File: config.mk
export PLATFORM = sky130hd
export DESIGN_NAME = rom_read_scheduler
export DESIGN_NICKNAME = d
export VERILOG_FILES = /design/src/rtl/rom_read_scheduler.sv
export SDC_FILE = /design/constraint.sdc
export NUM_CORES = 1
export LEC_CHECK = 0
export BUFFER_PORTS_ARGS = -buffer_cell sky130_fd_sc_hd__clkbuf_2
export CORE_UTILIZATION = 53
export DETAILED_ROUTE_END_ITERATION = 10
export PLACE_DENSITY_LB_ADDON = 0.2
export SLEW_MARGIN = 10
export SYNTH_ARGS = -nofsm -noshare
export SYNTH_HDL_FRONTEND = slang
export SYNTH_SLANG_ARGS = --single-unit
File: constraint.sdc
create_clock -name clk -period 2.8 [get_ports clk]
set_input_delay 0 -clock clk [delete_from_list [all_inputs] [get_ports clk]]
set_output_delay 0 -clock clk [all_outputs]
set_load 0.02 [all_outputs]
File: src/rtl/rom_read_scheduler.sv
// Purpose: small synchronous FIFO with a combinational head view, used as the scheduler's output buffer.
// Latency: a pushed entry is visible at the head in the cycle after the push.
// Backpressure: none internally; the caller must not push when full or pop when empty.
module rom_read_scheduler_fifo #(
  parameter int W     = 8,
  parameter int DEPTH = 2
) (
  input  logic                   clk,
  input  logic                   rst,
  input  logic                   push_i,
  input  logic [W-1:0]           push_dat_i,
  input  logic                   pop_i,
  output logic [W-1:0]           head_dat_o,
  output logic [$clog2(DEPTH):0] count_o
);
  localparam int PW = (DEPTH > 1) ? $clog2(DEPTH) : 1;
  localparam int CW = $clog2(DEPTH) + 1;

  logic [W-1:0]  mem_q [DEPTH];
  logic [PW-1:0] rd_ptr_q;
  logic [PW-1:0] wr_ptr_q;
  logic [CW-1:0] count_q;

  // Storage, pointers and occupancy; DEPTH is a power of two so pointers wrap on their own.
  always_ff @(posedge clk or posedge rst) begin
    if (rst) begin
      for (int i = 0; i < DEPTH; i++) mem_q[i] <= '0;
      rd_ptr_q <= '0;
      wr_ptr_q <= '0;
      count_q  <= '0;
    end else begin
      if (push_i) begin
        mem_q[wr_ptr_q] <= push_dat_i;
        wr_ptr_q        <= wr_ptr_q + 1'b1;
      end
      if (pop_i) begin
        rd_ptr_q <= rd_ptr_q + 1'b1;
      end
      count_q <= count_q + CW'(push_i) - CW'(pop_i);
    end
  end

  assign head_dat_o = mem_q[rd_ptr_q];
  assign count_o    = count_q;
endmodule

// Purpose: round-robin sharing of one synchronous-read ROM port among NUM_REQ burst requesters.
// Latency: grant in cycle 0, ROM address in cycle 1, word 0 on out_valid in cycle 3, then 1 word/cycle.
// Backpressure: valid/ready output; reads stall when buffered plus in-flight words would exceed 2.
module rom_read_scheduler #(
  parameter  int NUM_REQ    = 4,
  parameter  int DEPTH      = 64,
  parameter  int WIDTH      = 32,
  localparam int ADDR_WIDTH = $clog2(DEPTH),
  localparam int LEN_WIDTH  = ADDR_WIDTH + 1,
  localparam int ID_WIDTH   = $clog2(NUM_REQ)
) (
  input  logic                            clk,
  input  logic                            rst,
  input  logic [NUM_REQ-1:0]              req_valid,
  output logic [NUM_REQ-1:0]              req_ready,
  input  logic [NUM_REQ*ADDR_WIDTH-1:0]   req_addr,
  input  logic [NUM_REQ*LEN_WIDTH-1:0]    req_len,
  output logic [ADDR_WIDTH-1:0]           rom_raddr,
  input  logic [WIDTH-1:0]                rom_rdata,
  output logic                            out_valid,
  input  logic                            out_ready,
  output logic [WIDTH-1:0]                out_data,
  output logic [ID_WIDTH-1:0]             out_id,
  output logic                            out_last,
  output logic                            busy
);
  localparam int BUF_W = WIDTH + ID_WIDTH + 1;

  typedef enum logic {IDLE, BURST} state_e;

  state_e                state_q, state_d;
  logic [ID_WIDTH-1:0]   last_grant_q, last_grant_d;
  logic [ID_WIDTH-1:0]   burst_id_q, burst_id_d;
  logic [ADDR_WIDTH-1:0] raddr_q, raddr_d;
  logic [LEN_WIDTH-1:0]  words_left_q, words_left_d;
  logic                  in_flight_q, in_flight_d;
  logic                  in_flight_last_q, in_flight_last_d;

  logic [ADDR_WIDTH-1:0] req_addr_a [NUM_REQ];
  logic [LEN_WIDTH-1:0]  req_len_a  [NUM_REQ];

  logic                  grant_found;
  logic [ID_WIDTH-1:0]   grant_id;
  logic [ID_WIDTH-1:0]   cand;
  logic                  accept;
  logic [ADDR_WIDTH-1:0] grant_addr;
  logic [LEN_WIDTH-1:0]  grant_len;

  logic [BUF_W-1:0]      buf_head;
  logic [1:0]            buf_cnt;
  logic                  pop;
  logic [2:0]            pending;
  logic                  issue;

  for (genvar g = 0; g < NUM_REQ; g++) begin : g_unpack
    assign req_addr_a[g] = req_addr[g*ADDR_WIDTH +: ADDR_WIDTH];
    assign req_len_a[g]  = req_len[g*LEN_WIDTH +: LEN_WIDTH];
  end

  // Round-robin pick: first valid requester searching upward from the one after the last grant.
  always_comb begin
    grant_found = 1'b0;
    grant_id    = '0;
    cand        = '0;
    for (int k = 1; k <= NUM_REQ; k++) begin
      cand = ID_WIDTH'((int'(last_grant_q) + k) % NUM_REQ);
      if (!grant_found && req_valid[cand]) begin
        grant_found = 1'b1;
        grant_id    = cand;
      end
    end
  end

  assign accept     = (state_q == IDLE) && grant_found && !rst;
  assign req_ready  = accept ? (NUM_REQ'(1) << grant_id) : '0;
  assign grant_addr = req_addr_a[grant_id];
  assign grant_len  = req_len_a[grant_id];

  // A word enters the buffer the cycle after its address was presented to the ROM.
  rom_read_scheduler_fifo #(
    .W     (BUF_W),
    .DEPTH (2)
  ) u_buf (
    .clk        (clk),
    .rst        (rst),
    .push_i     (in_flight_q),
    .push_dat_i ({rom_rdata, burst_id_q, in_flight_last_q}),
    .pop_i      (pop),
    .head_dat_o (buf_head),
    .count_o    (buf_cnt)
  );

  assign out_valid                    = (buf_cnt != 2'd0);
  assign {out_data, out_id, out_last} = buf_head;
  assign pop                          = out_valid && out_ready;

  // Words that will occupy the buffer next cycle if nothing new is issued now.
  assign pending = {1'b0, buf_cnt} + {2'b00, in_flight_q} - {2'b00, pop};
  assign issue   = (state_q == BURST) && (words_left_q != '0) && (pending < 3'd2);

  // Next-state logic: arbitration in IDLE, read issue and burst completion in BURST.
  always_comb begin
    state_d          = state_q;
    last_grant_d     = last_grant_q;
    burst_id_d       = burst_id_q;
    raddr_d          = raddr_q;
    words_left_d     = words_left_q;
    in_flight_d      = issue;
    in_flight_last_d = issue && (words_left_q == LEN_WIDTH'(1));
    case (state_q)
      IDLE: begin
        if (accept) begin
          last_grant_d = grant_id;
          // A zero-length request is consumed here and never enters BURST.
          if (grant_len != '0) begin
            state_d      = BURST;
            burst_id_d   = grant_id;
            raddr_d      = grant_addr;
            words_left_d = grant_len;
          end
        end
      end
      BURST: begin
        if (issue) begin
          raddr_d      = (raddr_q == ADDR_WIDTH'(DEPTH - 1)) ? '0 : raddr_q + 1'b1;
          words_left_d = words_left_q - 1'b1;
        end
        if ((words_left_q == '0) && !in_flight_q && pop && out_last) begin
          state_d = IDLE;
        end
      end
      default: state_d = IDLE;
    endcase
  end

  // State registers; reset drops any outstanding words and restarts priority at requester 0.
  always_ff @(posedge clk or posedge rst) begin
    if (rst) begin
      state_q          <= IDLE;
      last_grant_q     <= ID_WIDTH'(NUM_REQ - 1);
      burst_id_q       <= '0;
      raddr_q          <= '0;
      words_left_q     <= '0;
      in_flight_q      <= 1'b0;
      in_flight_last_q <= 1'b0;
    end else begin
      state_q          <= state_d;
      last_grant_q     <= last_grant_d;
      burst_id_q       <= burst_id_d;
      raddr_q          <= raddr_d;
      words_left_q     <= words_left_d;
      in_flight_q      <= in_flight_d;
      in_flight_last_q <= in_flight_last_d;
    end
  end

  assign rom_raddr = raddr_q;
  assign busy      = (state_q == BURST);
endmodule

# Word level (Yosys, flattened, before mapping)
# Index checks and enable logic that the tools add are counted.
[op_classes]
n_mux = 42
n_bitwise = 4
n_lt_le_gt_ge = 9
div = 0
reduce_logical = 25
shifts = 1
n_mul = 0
n_addsub = 12
eq_ne = 5
[op_table]
columns = ["operator", "count"]
rows = [
  ["35-bit two-way mux", 4],
  ["70-bit bitwise mux", 1],
  ["6-bit two-way mux", 6],
  ["35-bit demux with 1-bit select", 1],
  ["7-bit two-way mux", 5],
  ["7-bit binary-select mux with 2-bit select", 1],
  ["7-bit one-hot mux with 2 select lines", 1],
  ["7-bit nonzero test", 2],
  ["1-bit logical AND", 13],
  ["6-bit binary-select mux with 2-bit select", 1],
  ["2-bit by 3-bit less-than comparator with 1-bit output (second input constant)", 4],
  ["6-bit one-hot mux with 2 select lines", 1],
  ["1-bit two-way mux", 11],
  ["1-bit binary-select mux with 2-bit select", 4],
  ["2-bit two-way mux", 4],
  ["7-bit by 1-bit equality test with 1-bit output (second input constant)", 1],
  ["7-bit logical NOT", 1],
  ["7-bit by 1-bit subtractor with 7-bit output (second input constant)", 1],
  ["6-bit by 1-bit adder with 6-bit output (second input constant)", 1],
  ["6-bit equality test (second input constant)", 1],
  ["3-bit AND reduction", 2],
  ["1-bit logical NOT", 5],
  ["2-bit by 1-bit adder with 2-bit output (second input constant)", 2],
  ["2-bit adder (second input constant)", 2],
  ["19 further kinds", 23],
]
[totals]
latchBits = 0
ram_bits = 0
n_memories = 0
wordCells = 110
out_inout_bits = 47
input_bits = 91
mem_bits_ro = 0
reg_bits = 94

# Longest topological paths before layout
# Gate-level depths: netlist of run 1.
[logic_depth]
depth_word = 21
mapped_depth = 14
mapped_depth_nobuf = 13

# Hierarchy
# From an unflattened synthesis of run 1, not the netlist that was laid out.
[unflattened]
hier_cells = 412
area_unflattened_um2 = 5206.2
[modules_own_cells]
columns = ["mod", "area_each_um2", "n_inst", "cells_per_inst", "seq_area_each_um2"]
rows = [
  ["rom_read_scheduler_fifo", 3355.7, 1, 201, 1851.8],
  ["rom_read_scheduler", 1850.5, 1, 211, 503.0],
]

# Worst setup path before layout of run 1
# Ideal clock, no wire load.
[synth_timing]
path_kind = "register to register"
startpoint = "register u_buf.count_q[1], in the netlist u_buf.count_o[1]"
endpoint = "register words_left_q[1]"
arrival_time_ns = 2.616
slack_ns = 0.058
required_time_ns = 2.674
stages_incl_launch_ff = 14
period_less_slack_ns = 2.742
cell_sequence = "dfrtp_1 -> inv_1 -> nand2_1 -> nand2_1 -> inv_1 -> ha_1 -> inv_1 -> ha_1 -> fa_1 -> nand4b_1 -> nand2_1 -> clkbuf_1 -> o211ai_1 -> o32a_1"
[synth_between]
elab_chain_cells = 7
elab_cells_between_ends = 8
cone_classes = "add/sub (2); order compare (1); eq/ne (1); reduce/logical (4)"
[synth_rtl]
columns = ["element", "line_no", "text"]
rows = [
  ["start: declaration", "22", "logic [CW-1:0] count_q;"],
  ["start signal: assignment", "39", "count_q <= count_q + CW'(push_i) - CW'(pop_i);"],
  ["2-bit nonzero test", "139", "assign out_valid = (buf_cnt != 2'd0);"],
  ["named net out_valid", "66", "output logic out_valid,"],
  ["1-bit logical AND", "141", "assign pop = out_valid && out_ready;"],
  ["named net pop", "97", "logic pop;"],
  ["3-bit by 1-bit subtractor with 3-bit output", "144", "assign pending = {1'b0, buf_cnt} + {2'b00, in_flight_q} - {2'b00, pop};"],
  ["named net pending[1]", "98", "logic [2:0] pending;"],
  ["3-bit by 2-bit less-than comparator with 1-bit output", "145", "assign issue = (state_q == BURST) && (words_left_q != '0) && (pending < 3'd2);"],
  ["1-bit logical AND", "145", ""],
  ["2-bit by 1-bit inequality test with 1-bit output (no source line)", "-", ""],
  ["3-bit AND reduction (no source line)", "-", ""],
  ["end signal: assignment", "197", "words_left_q <= words_left_d;"],
  ["end: declaration", "81", "logic [LEN_WIDTH-1:0] words_left_q, words_left_d;"],
]
# The timed path passes the listed nets, and every way through them passes these cells.
# A chain may end at the register's enable or synchronous reset.

# Final worst setup path of run 1
[layout_timing]
startpoint = "register u_buf.count_q[1], in the netlist u_buf.count_o[1]"
endpoint = "register words_left_q[0]"
[layout_between]
elab_chain_cells = 7
elab_cells_between_ends = 8
cone_classes = "add/sub (2); order compare (1); eq/ne (1); reduce/logical (4)"
[layout_rtl]
columns = ["element", "line_no"]
rows = [
  ["2-bit nonzero test", "139"],
  ["1-bit logical AND", "141"],
  ["named net pop", "97"],
  ["3-bit by 1-bit subtractor with 3-bit output", "144"],
  ["named net pending[1]", "98"],
  ["3-bit by 2-bit less-than comparator with 1-bit output", "145"],
  ["1-bit logical AND", "145"],
  ["2-bit by 1-bit inequality test with 1-bit output (no source line)", "-"],
  ["3-bit AND reduction (no source line)", "-"],
]
# The timed path passes the listed nets, and every way through them passes these cells.

==> results of run 1 <==
## worst paths after layout
kind | start | end | slack [ps] | cells after the start
min reg2reg | last_grant_q[0] | last_grant_q[0] | 500 | 2
max | u_buf.count_o[1] | words_left_q[0] | 120 | 13
min | req_valid[1] | last_grant_q[0] | 130 | 5
min in group asynchronous | rst | rom_raddr[2] | 380 | 3
max in group asynchronous | rst | last_grant_q[1] | 1620 | 4
max reg2reg | u_buf.count_o[1] | words_left_q[0] | 120 | 13
## state kept, by name, indices dropped and copies added (netlist names)
register and flops:
u_buf.count_o 2, u_buf.rd_ptr_q 1, words_left_q 7, busy 1, u_buf.mem_q 70, last_grant_q 2
burst_id_q 2, rom_raddr 6, in_flight_q 1, u_buf.wr_ptr_q 1, in_flight_last_q 1
## synth_stat cells (4+ instances only)
| cell type | count | area (um2) |
|---|---|---|
| sky130_fd_sc_hd__mux2_2 | 111 | 1250 |
| sky130_fd_sc_hd__dfrtp_1 | 92 | 2300 |
| sky130_fd_sc_hd__mux2i_1 | 27 | 270 |
| sky130_fd_sc_hd__nand2_1 | 27 | 101 |
| sky130_fd_sc_hd__inv_1 | 16 | 60.1 |
| sky130_fd_sc_hd__clkbuf_1 | 13 | 48.8 |
| sky130_fd_sc_hd__xnor2_1 | 9 | 78.8 |
| sky130_fd_sc_hd__o211ai_1 | 8 | 60.1 |
| sky130_fd_sc_hd__nor2_1 | 7 | 26.3 |
| sky130_fd_sc_hd__ha_1 | 6 | 75.1 |
| sky130_fd_sc_hd__nor2b_1 | 6 | 37.5 |
| sky130_fd_sc_hd__o31ai_1 | 6 | 45.0 |
| sky130_fd_sc_hd__o32a_1 | 6 | 60.1 |
| sky130_fd_sc_hd__nand2b_1 | 5 | 31.3 |
| sky130_fd_sc_hd__nand3_1 | 5 | 25.0 |
| sky130_fd_sc_hd__o21ai_0 | 5 | 25.0 |
| sky130_fd_sc_hd__a211oi_1 | 4 | 30.0 |
| sky130_fd_sc_hd__buf_1 | 4 | 15.0 |
| sky130_fd_sc_hd__buf_2 | 4 | 20.0 |
## timing repair
action / CTS / global route
hold buffers: 34 / 0
endpoints found under the setup margin: 0 / 15
endpoints found under the hold margin: 118 / 0
buffers inserted: 0 / 6
resized for setup: 0 / 11
## final cells by class
type                    instances  share of cell area
multi-input cells             260               0.379
flip-flops and latches         94               0.368
repair buffers                188               0.185
clock buffers                  10              0.0215
well taps                     108              0.0211
clock inverters                 6              0.0147
inverters                      16              0.0102
## report_power, final
group / internal, mW / switching [mW]
Sequential: 2.05 / 0.447
Combinational: 1.98 / 2.03
Clock: 0.535 / 0.477
Total: 4.57 / 2.96
## worst register-to-register path, cell delays in order (launching register included)
cell and delay [ps]:
sky130_fd_sc_hd__dfrtp_1 400, sky130_fd_sc_hd__inv_2 70, sky130_fd_sc_hd__nand2_2 60, sky130_fd_sc_hd__nand2_2 80
sky130_fd_sc_hd__inv_1 50, sky130_fd_sc_hd__ha_1 260, sky130_fd_sc_hd__inv_1 40, sky130_fd_sc_hd__ha_1 180
sky130_fd_sc_hd__fa_1 450, sky130_fd_sc_hd__nand4b_1 350, sky130_fd_sc_hd__nand2_2 280, sky130_fd_sc_hd__buf_6 150
sky130_fd_sc_hd__nand2_1 50, sky130_fd_sc_hd__o32a_1 140
## layout by cell type (no fill, tap or decap), drive strengths merged, types with 2 or more instances in the layout
master / count
clkbuf: 147
mux2: 111
dfrtp: 92
dlygate4sd3: 34
mux2i: 27
nand2: 27
buf: 17
inv: 15
xnor2: 9
o211ai: 8
nor2: 7
o32a: 6
o31ai: 6
ha: 6
nor2b: 6
nand3: 5
nand2b: 5
o21ai: 5
a211oi: 4
clkinv: 4
o221ai: 4
xor2: 3
a21oi: 3
a31oi: 2
a211o: 2
nor3: 2
bufinv: 2
dfstp: 2
nor4: 2
and4: 2
o32ai: 2
## metal layers
layer | track usage | part of all wire
met1 | 0.287 | 0.43
met2 | 0.417 | 0.51
met3 | 0.0387 | 0.040
met4 | 0.0907 | 0.022
met5 | 0 | 0
## logic make-up after synthesis
kind of cell	share of synthesized area
buf+inv	0.0339
mux	0.310
fa+ha+maj	0.0194
compound gates	0.0757
flops	0.479
simple gates	0.0606
xor+xnor	0.0214
==> summary.txt, run 1 <==
Finish
  • Design area: 6400 um2
  • Fill cells: 647
  • Fraction of layout cells with a size suffix above 1: 0.523
  • Utilization after layout: 0.724
  • Antenna Diode Count: 0
  • Non-filler instance count after layout: 682
  • Net count reported at finish: 667
  • Area delta synth->final: 30.4%
  • Footprint of the flip-flops and latches: 2360 um2
  • Area taken by multi-input logic gates: 2430 um2

Clock tree
  • CTS tree: done
  • Number of sinks driven by the clock tree: 94
  • CTS H-tree depth: 3
  • Total CTS buffers: 9
  • Clock-pin transition on the worst setup and hold timing paths: 90 ps
  • Clock latency of the later-clocked register in the worst-skew pair: 360 ps
  • Clk Tree Root Cell: sky130_fd_sc_hd__clkbuf_8
  • Clock tree buffer depth: 2

Route
  • Initial DRC Count: 143
  • Count of vias placed by the detailed router: 3691
  • Average wire per cell in the routed design: 15.7 um
  • Total Routed Length: 10.7 mm
  • Post-route antenna net violation count: 0
  • Post-detailed-route via-to-cell ratio: 5.41
  • Drt first pass iters: 7
  • Number of design rule violations left after detail routing: 9

Setup path
  • Req. time, crit path: 3040 ps
  • Type of origin of the critical path: flop
  • CP Max Fanout: 7
  • Critical path data arrival time: 2920 ps
  • Stage delay of the slowest cell on the critical path: 450 ps
  • Slowest-stage cell, CP: sky130_fd_sc_hd__fa_1
  • Critical path buffers and inverters: 4
  • Critical Path Most Common Cell: sky130_fd_sc_hd__nand2_2
  • Startpoint-to-endpoint class of the critical path: flop to flop
  • Category of the worst setup path capture point: flop
  • Cell breakdown of the critical path: inv_2, nand2_2, nand2_2, inv_1, ha_1, inv_1, ha_1, fa_1, nand4b_1, nand2_2, buf_6, nand2_1, o32a_1
  • Crit path max-delay family: adder cells

Global routing
  • Maximum number of pins on one net before global-route repair: 54
  • Antenna violations before repair: 0
  • Combined global-route utilization of all metal layers: 0.235
  • Via count of the first global-routing pass: 3898
  • Wire length of the first global-routing pass: 18.1 mm
  • Sum of overflow across all layers after global routing: 0

STA
  • Maximum clock frequency: 374 MHz
  • Final hold slack: 129 ps
  • Worst-case setup margin in the final layout: 123 ps
  • Setup-failing EPs final: 0
  • Post-layout minimum cycle time: 2680 ps
  • Final Hold Vio Count: 0
  • Fin. max-slew vios: 0
  • Clock skew: 12.0 ps
  • Slew @ Worst Pin: 934 ps
  • Period utilization: 0.956
  • Slew HR: 0.377
  • Final setup TNS: 0 ps

Die
  • Number of primary I/O pins: 138
  • DIE HEIGHT: 98.3 um
  • Die Footprint: 9660 um2
  • Placeable core area: 8850 um2
  • Die W: 98.3 um
  • Rows: 34
  • Starting utilization of the core area: 0.555

Synthesis
  • Mapped Cells: 393
  • Share of synthesized area occupied by flip-flops and latches: 0.479
  • Flip-flop and latch count after synthesis: 94
  • Post-Syn Area: 4910 um2
  • Share of flip-flops with an asynchronous set or reset after synthesis: 1.00
  • Yosys warns: 0
  • Number of distinct library cells after synthesis: 40
  • Count of flip-flops with a built-in enable after synthesis: 0
  • Synth Flop Type: sky130_fd_sc_hd__dfrtp_1
  • Syn Nets: 491
  • Mean instance size in the synthesized netlist: 12.5 um2

Power and ir drop
  • Power consumption: 7.52 mW
  • Power per standard cell area: 1180 nW/um2
  • Pleak: 3.00 nW
  • Maximum vdd ir drop: 622 uV

Place
  • Post-place setup slack: 50.4 ps
  • I/O Buffers: 137
  • Final estimated routing congestion in global placement: 0.851
  • Number of instances in the placed design: 626
  • Area of placed instances: 5750 um2
  • Half-perimeter wire length of the detailed placement result: 7.48 mm

Status
  • Failing checks: design-rule violations
  • Status: finished with violations

Min path
  • Worst hold path class: primary input to flop

Run
  • # Max-Cap Violations: 0
(Power assumes the default switching activity.)
==> inputs of run 2 (changes only) <==
--- a/config.mk
+++ b/config.mk
@@ -6,7 +6,9 @@
 export NUM_CORES = 1
 export LEC_CHECK = 0
 export BUFFER_PORTS_ARGS = -buffer_cell sky130_fd_sc_hd__clkbuf_2
-export CORE_UTILIZATION = 53
+export CELL_PAD_IN_SITES_DETAIL_PLACEMENT = 1
+export CELL_PAD_IN_SITES_GLOBAL_PLACEMENT = 2
+export CORE_UTILIZATION = 34
 export DETAILED_ROUTE_END_ITERATION = 10
 export PLACE_DENSITY_LB_ADDON = 0.2
 export SLEW_MARGIN = 10
==> run 2 against run 1 <==
- the flow now finishes without violations
- total power up 4.5%
- global-route usage fell by 5.4 points
- flip-flop and latch count stayed put
- cell count is 10% higher
- final area grew 2.7%
- register-to-register slack is essentially flat
- highest routed layer unchanged
- sequential share of layout area decreased by 0.95 points
- via count up 1.7%
- critical path type unchanged
==> summary.txt, run 2 (same netlist as run 1, synthesis figures left out) <==
Route
  • DR top layer: met4 (unchanged)
  • Count of vias placed by the detailed router: 3755 (was 3691)
  • Total Routed Length: 12.4 mm (was 10.7 mm)
  • Average wire per cell in the routed design: 16.5 um (was 15.7 um)
  • Post-route antenna net violation count: 0 (unchanged)
  • Drt first pass iters: 4 (was 7)
  • Wire length on met1: 5.15 mm (was 4.60 mm)
  • Initial DRC Count: 157 (was 143)
  • Number of design rule violations left after detail routing: 0 (was 9)
  • Met2 WL: 6.65 mm (was 5.46 mm)
  • Post-detailed-route via-to-cell ratio: 4.99 (was 5.41)
  • Sum of met3 wire segment lengths after detailed routing: 471 um (was 425 um)

Global routing
  • Sum of overflow across all layers after global routing: 0 (unchanged)
  • Maximum number of pins on one net before global-route repair: 57 (was 54)
  • Combined global-route utilization of all metal layers: 0.181 (was 0.235)
  • Via count of the first global-routing pass: 4160 (was 3898)
  • Antenna violations before repair: 0 (unchanged)
  • Wire length of the first global-routing pass: 20.7 mm (was 18.1 mm)

Setup path
  • Slowest-stage cell, CP: sky130_fd_sc_hd__fa_2 (was sky130_fd_sc_hd__fa_1)
  • Register-to-register setup slack: 130 ps (was 120 ps)
  • Req. time, crit path: 3020 ps (was 3040 ps)
  • Category of the worst setup path capture point: flop (unchanged)
  • Depth of the critical timing path with buffers and inverters included: 13 (unchanged)
  • CP Max Fanout: 7 (unchanged)
  • Type of origin of the critical path: flop (unchanged)
  • Critical path buffers and inverters: 6 (was 4)
  • Length in cells of the worst reg-to-reg path: 13 (unchanged)
  • Critical path data arrival time: 2900 ps (was 2920 ps)
  • Cell breakdown of the critical path: inv_2, nand2_1, nand2_2, inv_1, ha_1, inv_1, ha_1, fa_2, nand4b_1, buf_6, clkinvlp_4, buf_4, o32a_1 (was inv_2, nand2_2, nand2_2, inv_1, ha_1, inv_1, ha_1, fa_1, nand4b_1, nand2_2, buf_6, nand2_1, o32a_1)
  • Crit path max-delay family: adder cells (unchanged)
  • Startpoint-to-endpoint class of the critical path: flop to flop (unchanged)
  • Stage delay of the slowest cell on the critical path: 530 ps (was 450 ps)

Place
  • Half-perimeter wire length of the detailed placement result: 8.83 mm (was 7.48 mm)
  • I/O Buffers: 137 (unchanged)
  • Number of instances in the placed design: 699 (was 626)
  • Area of placed instances: 5860 um2 (was 5750 um2)
  • Final estimated routing congestion in global placement: 0.792 (was 0.851)

Clock tree
  • Clock latency of the later-clocked register in the worst-skew pair: 340 ps (was 360 ps)
  • CTS tree: done (unchanged)
  • Clock-pin transition on the worst setup and hold timing paths: 60 ps (was 90 ps)
  • Clk Tree Root Cell: sky130_fd_sc_hd__clkbuf_16 (was sky130_fd_sc_hd__clkbuf_8)
  • Number of sinks driven by the clock tree: 94 (unchanged)
  • Total CTS buffers: 9 (unchanged)
  • Clock tree buffer depth: 2 (unchanged)
  • CTS H-tree depth: 3 (unchanged)

Power and ir drop
  • Power per standard cell area: 1200 nW/um2 (was 1180 nW/um2)
  • Pleak: 3.03 nW (was 3.00 nW)
  • Maximum vdd ir drop: 400 uV (was 622 uV)

Finish
  • Register with the highest flop count: u_buf.mem_q (unchanged)
  • Flip-flop count of the largest register, all copies and words added: 70 (unchanged)
  • Most used cells in the layout excluding fill and tap cells: sky130_fd_sc_hd__clkbuf_2 (137), sky130_fd_sc_hd__mux2_2 (111), sky130_fd_sc_hd__dfrtp_1 (91) (unchanged)
  • Design area: 6570 um2 (was 6400 um2)
  • Area delta synth->final: 33.9% (was 30.4%)
  • Net count reported at finish: 666 (was 667)
  • Fraction of layout cells with a size suffix above 1: 0.517 (was 0.523)
  • Non-filler instance count after layout: 752 (was 682)
  • Antenna Diode Count: 0 (unchanged)
  • Most common cell after layout, fill and taps aside: sky130_fd_sc_hd__clkbuf_2 (unchanged)

STA
  • Maximum clock frequency: 374 MHz (about the same)
  • Clock skew: 6.91 ps (was 12.0 ps)
  • Period utilization: 0.955 (was 0.956)
  • Fin. max-slew vios: 0 (unchanged)
  • Slew HR: 0.498 (was 0.377)
  • Slew @ Worst Pin: 753 ps (was 934 ps)
  • Setup-failing EPs final: 0 (unchanged)
  • Post-layout minimum cycle time: 2670 ps (was 2680 ps)
  • Final Hold Vio Count: 0 (unchanged)

Die
  • Die Footprint: 14900 um2 (was 9660 um2)
  • Placeable core area: 14000 um2 (was 8850 um2)
  • Die W: 122 um (was 98.3 um)
  • DIE HEIGHT: 122 um (was 98.3 um)
  • Rows: 43 (was 34)
  • Number of primary I/O pins: 138 (unchanged)
  • Starting utilization of the core area: 0.351 (was 0.555)

Status
  • Status: complete, no violations (was finished with violations)

Run
  • # Max-Cap Violations: 0 (unchanged)

Min path
  • Number of cells traversed by the worst hold path: 5 (unchanged)
  • Worst hold path class: primary input to flop (unchanged)
-- run 2: cell type report --
type / count / area [um2]
clock buffers: 11 / 233
fillers: 1548 / 7410
multi-input cells: 260 / 2420
inverters: 16 / 66.3
well taps: 180 / 225
clock inverters: 4 / 73.8
flip-flops and latches: 94 / 2360
repair buffers: 187 / 1190
-- run 2: path summary, 6_finish.rpt --
kind | startpoint | end
worst min-delay path | req_valid[0] | last_grant_q[0]
max in group asynchronous | rst | u_buf.mem_q[65]
worst min register to register | u_buf.mem_q[21] | u_buf.mem_q[21]
min in group asynchronous | rst | rom_raddr[1]
worst max-delay path | u_buf.count_o[1] | words_left_q[1]
worst max register to register | u_buf.count_o[1] | words_left_q[1]
-- run 2: where the power goes --
part / internal, mW / leakage (nW) / switching (mW)
Clock: 0.778 / 0.150 / 0.505
Combinational: 2.00 / 1.78 / 2.04
Sequential: 2.06 / 1.11 / 0.485
Total: 4.83 / 3.03 / 3.03
-- run 2: stage by stage --
step	power, mW	TNS, ps	utilization	worst slack, ps	hold WS [ps]
6_report	7.87	0	0.470	126	152
5_1_grt	8.46	-3.97	0.470	-3.97	197
4_1_cts	7.92	0	0.467	65.8	146
3_5_place_dp	6.46	-96.0	0.419	-36.4	209
3_3_place_gp	6.32	0	0.419	85.6	201
2_1_floorplan	5.28	0	-	57.8	125
-- run 2: repair_timing --
| action | CTS | global route |
|---|---|---|
| pin swaps | 1 | 2 |
| endpoints found under the hold margin | 119 | 0 |
| endpoints found under the setup margin | 11 | 14 |
| gates resized for setup | 2 | 10 |
| setup buffers | 3 | 1 |
| hold buffers | 34 | 0 |
-- run 2: metal layers --
| layer | GRT usage | vias up |
|---|---|---|
| li1 | - | 1766 |
| met1 | 0.209 | 1899 |
| met2 | 0.332 | 81 |
| met3 | 0.0384 | 9 |
| met4 | 0.0579 | 0 |
| met5 | 0 | - |
-- run 2: tightest hold or removal path, stage by stage --
cell,delay [ps]
sky130_fd_sc_hd__clkbuf_2,120
sky130_fd_sc_hd__nor2_1,150
sky130_fd_sc_hd__a211oi_1,120
sky130_fd_sc_hd__nand2_1,60
sky130_fd_sc_hd__nand2_1,50
==> inputs of run 3 (changes only) <==
--- a/config.mk
+++ b/config.mk
@@ -8,10 +8,11 @@
 export BUFFER_PORTS_ARGS = -buffer_cell sky130_fd_sc_hd__clkbuf_2
 export CELL_PAD_IN_SITES_DETAIL_PLACEMENT = 1
 export CELL_PAD_IN_SITES_GLOBAL_PLACEMENT = 2
-export CORE_UTILIZATION = 34
+export CORE_UTILIZATION = 35
 export DETAILED_ROUTE_END_ITERATION = 10
-export PLACE_DENSITY_LB_ADDON = 0.2
+export PLACE_DENSITY = 0.89
 export SLEW_MARGIN = 10
 export SYNTH_ARGS = -nofsm -noshare
 export SYNTH_HDL_FRONTEND = slang
+export SYNTH_HIERARCHICAL = 1
 export SYNTH_SLANG_ARGS = --single-unit
==> run 3 against run 2 <==
- register-to-register slack got worse by 220 ps
- final area increased by 7.7%
- sequential power about the same
- sequential share of layout area decreased by 2.6 points
- combinational power increased by 25%
- critical endpoint is now rom_raddr[1]
- utilization increased by 1.7 points
- non-clock buffer count increased by 24
- highest routed layer unchanged
- cell count increased by 6.5%
- the run now ends with negative setup slack left
- total power increased by 13%
==> summary.txt, run 3 <==
Place
  • Half-perimeter wire length of the detailed placement result: 9.52 mm (was 8.83 mm)
  • Number of instances in the placed design: 735 (was 699)
  • Final estimated routing congestion in global placement: 0.848 (was 0.792)
  • I/O Buffers: 137 (unchanged)

Route
  • Drt first pass iters: 4 (unchanged)
  • Post-route antenna net violation count: 0 (unchanged)
  • Average wire per cell in the routed design: 17.6 um (was 16.5 um)
  • Total Routed Length: 14.1 mm (was 12.4 mm)
  • Count of vias placed by the detailed router: 4077 (was 3755)
  • Number of design rule violations left after detail routing: 0 (unchanged)
  • Initial DRC Count: 152 (was 157)
  • Post-detailed-route via-to-cell ratio: 5.09 (was 4.99)

STA
  • Setup repair after global routing missed its margin: true
  • Post-layout minimum cycle time: 2900 ps (was 2670 ps)
  • Final Hold Vio Count: 0 (unchanged)
  • Clock skew: 11.2 ps (was 6.91 ps)
  • Fin. max-slew vios: 0 (unchanged)
  • Slew HR: 0.422 (was 0.498)
  • Worst-case setup margin in the final layout: -97.5 ps (was 126 ps)
  • Slew @ Worst Pin: 866 ps (was 753 ps)
  • Period utilization: 1.03 (was 0.955)
  • Setup-failing EPs final: 8 (was 0)
  • Maximum clock frequency: 345 MHz (was 374 MHz)

Power and ir drop
  • Power consumption: 8.89 mW (was 7.87 mW)
  • Pleak: 3.45 nW (was 3.03 nW)
  • Maximum vdd ir drop: 395 uV (was 400 uV)
  • Power per standard cell area: 1260 nW/um2 (was 1200 nW/um2)

Die
  • Die W: 124 um (was 122 um)
  • Number of primary I/O pins: 138 (unchanged)
  • DIE HEIGHT: 124 um (was 122 um)
  • Starting utilization of the core area: 0.358 (was 0.351)
  • Rows: 44 (was 43)
  • Placeable core area: 14500 um2 (was 14000 um2)
  • Die Footprint: 15400 um2 (was 14900 um2)

Synthesis
  • Most instantiated library cell after synthesis: sky130_fd_sc_hd__dfrtp_1 (was sky130_fd_sc_hd__mux2_2)
  • Synth top area share: 0.442 (was 0.469)
  • Cell type with the largest total area after synthesis: sky130_fd_sc_hd__dfrtp_1 (unchanged)
  • Yosys warns: 6 (was 0)
  • Mapped Cells: 412 (was 393)
  • Share of flip-flops with an asynchronous set or reset after synthesis: 1.00 (unchanged)
  • Count of flip-flops with a built-in enable after synthesis: 0 (unchanged)
  • Synth Flop Type: sky130_fd_sc_hd__dfrtp_1 (unchanged)
  • Synth top area cells: sky130_fd_sc_hd__dfrtp_1 (44%), sky130_fd_sc_hd__mux2_2 (18%), sky130_fd_sc_hd__mux2_4 (8.7%) (was sky130_fd_sc_hd__dfrtp_1 (47%), sky130_fd_sc_hd__mux2_2 (25%), sky130_fd_sc_hd__mux2i_1 (5.5%))
  • Number of distinct library cells after synthesis: 53 (was 40)
  • Share of synthesized area occupied by flip-flops and latches: 0.452 (was 0.479)
  • Syn Nets: 511 (was 491)
  • Cell types with the highest counts after synthesis: sky130_fd_sc_hd__dfrtp_1 (92), sky130_fd_sc_hd__mux2_2 (85), sky130_fd_sc_hd__mux2_4 (30) (was sky130_fd_sc_hd__mux2_2 (111), sky130_fd_sc_hd__dfrtp_1 (92), sky130_fd_sc_hd__mux2i_1 (27), sky130_fd_sc_hd__nand2_1 (27), sky130_fd_sc_hd__inv_1 (16))
  • Flip-flop and latch count after synthesis: 94 (unchanged)
  • Post-Syn Area: 5210 um2 (was 4910 um2)
  • Mean instance size in the synthesized netlist: 12.6 um2 (was 12.5 um2)

Global routing
  • Antenna violations before repair: 0 (unchanged)
  • Via count of the first global-routing pass: 4451 (was 4160)
  • Combined global-route utilization of all metal layers: 0.188 (was 0.181)
  • Wire length of the first global-routing pass: 22.0 mm (was 20.7 mm)
  • Maximum number of pins on one net before global-route repair: 39 (was 57)
  • Sum of overflow across all layers after global routing: 0 (unchanged)

Setup path
  • Startpoint-to-endpoint class of the critical path: flop to flop (unchanged)
  • Category of the worst setup path capture point: flop (unchanged)
  • Type of origin of the critical path: flop (unchanged)
  • CP Max Fanout: 7 (unchanged)
  • Critical path data arrival time: 3130 ps (was 2900 ps)
  • Req. time, crit path: 3030 ps (was 3020 ps)

Clock tree
  • Clock tree buffer depth: 2 (unchanged)
  • Clock latency of the later-clocked register in the worst-skew pair: 350 ps (was 340 ps)
  • Total CTS buffers: 9 (unchanged)
  • CTS tree: done (unchanged)
  • Clk Tree Root Cell: sky130_fd_sc_hd__clkbuf_16 (unchanged)
  • Clock-pin transition on the worst setup and hold timing paths: 60 ps (about the same)
  • Number of sinks driven by the clock tree: 94 (unchanged)
  • CTS H-tree depth: 3 (unchanged)

Finish
  • Non-filler instance count after layout: 801 (was 752)
  • Most used cells in the layout excluding fill and tap cells: sky130_fd_sc_hd__clkbuf_2 (137), sky130_fd_sc_hd__dfrtp_1 (92), sky130_fd_sc_hd__mux2_2 (85) (was sky130_fd_sc_hd__clkbuf_2 (137), sky130_fd_sc_hd__mux2_2 (111), sky130_fd_sc_hd__dfrtp_1 (91))
  • Fraction of layout cells with a size suffix above 1: 0.553 (was 0.517)
  • Area delta synth->final: 36.0% (was 33.9%)
  • Utilization after layout: 0.487 (was 0.470)
  • Antenna Diode Count: 0 (unchanged)
  • Most common cell after layout, fill and taps aside: sky130_fd_sc_hd__clkbuf_2 (unchanged)
  • Flip-flop count of the largest register, all copies and words added: 70 (unchanged)
  • Net count reported at finish: 711 (was 666)
  • Fill cells: 1563 (was 1548)
  • Register with the highest flop count: u_buf/mem_q (was u_buf.mem_q)

Status
  • Status: finished with violations (was complete, no violations)
  • Failing checks: negative setup slack

Run
  • # Max-Cap Violations: 0 (unchanged)

Min path
  • Worst hold path class: primary input to flop (unchanged)
==> run 3: logic make-up (layout without fill, tap and decap cells) <==
family,Yosys count,in the layout,share of synthesized area
mux,142,142,0.324
flops,94,94,0.452
simple gates,70,70,0.0723
compound gates,51,51,0.0733
buf+inv,42,247,0.0493
fa+ha+maj,8,8,0.0207
xor+xnor,5,5,0.00841
==> run 3: repair_timing <==
action,CTS,global route
endpoints found under the hold margin,119,0
endpoints found under the setup margin,12,16
resized for setup,10,10
hold buffers,33,0
pin swaps,3,8
buffers inserted,6,11
==> run 3: layout make-up <==
cell class,count,area [um2],area share
multi-input cells,276,2730,0.386
flip-flops and latches,94,2350,0.333
repair buffers,211,1370,0.193
well taps,184,230,0.0325
clock buffers,9,225,0.0318
clock inverters,7,95.1,0.0134
inverters,20,75.1,0.0106
==> run 3: critical path, stage by stage (launching register included) <==
cell and delay [ps]:
sky130_fd_sc_hd__dfrtp_1 390, sky130_fd_sc_hd__inv_2 90, sky130_fd_sc_hd__nand2_4 50, sky130_fd_sc_hd__and2_4 140
sky130_fd_sc_hd__ha_4 270, sky130_fd_sc_hd__nor2b_4 40, sky130_fd_sc_hd__fa_2 340, sky130_fd_sc_hd__xnor2_2 150
sky130_fd_sc_hd__a2111oi_4 320, sky130_fd_sc_hd__buf_4 160, sky130_fd_sc_hd__and4b_2 250, sky130_fd_sc_hd__a21oi_4 260
sky130_fd_sc_hd__mux2_4 330
==> run 3: power by group <==
part           switching (mW)  leakage [nW]  total (mW)  internal, mW
Combinational            2.48          2.19        5.06          2.58
Clock                   0.541         0.156        1.33         0.786
Sequential              0.463          1.10        2.51          2.04
==> run 3: stage by stage <==
step / hold slack, ps / instance area, um2 / setup slack [ps] / setup TNS, ps
final: 94.4 / 7080 / -97.5 / -491
after global routing: 136 / 7080 / -212 / -1850
after CTS: 89.4 / 6950 / -125 / -723
after detailed placement: 240 / 6210 / -238 / -1590
after global placement: 213 / 6210 / -121 / -479
after floorplan: -37.7 / 5250 / -94.1 / -301
==> run 3: layer usage <==
metal | wire [um] | track usage | vias to the layer above | share of wire
li1 | - | - | 1900 | -
met1 | 5740 | 0.203 | 2036 | 0.41
met2 | 7430 | 0.358 | 124 | 0.53
met3 | 745 | 0.0417 | 17 | 0.053
met4 | 219 | 0.0625 | 0 | 0.015
met5 | 0 | 0 | - | 0
==> run 3: worst paths after layout <==
check,slack [ps],depth (start not counted),to,start
setup / recovery,-100,12,rom_raddr[1],u_buf/count_o[1]
hold / removal,90,5,rom_raddr[4],req_addr[4]
setup reg to reg,-100,12,rom_raddr[1],u_buf/count_o[1]
hold reg to reg,500,1,u_buf/mem_q[11],u_buf/mem_q[11]
max in group asynchronous,1710,4,u_buf/mem_q[12],rst
min in group asynchronous,390,3,words_left_q[4],rst
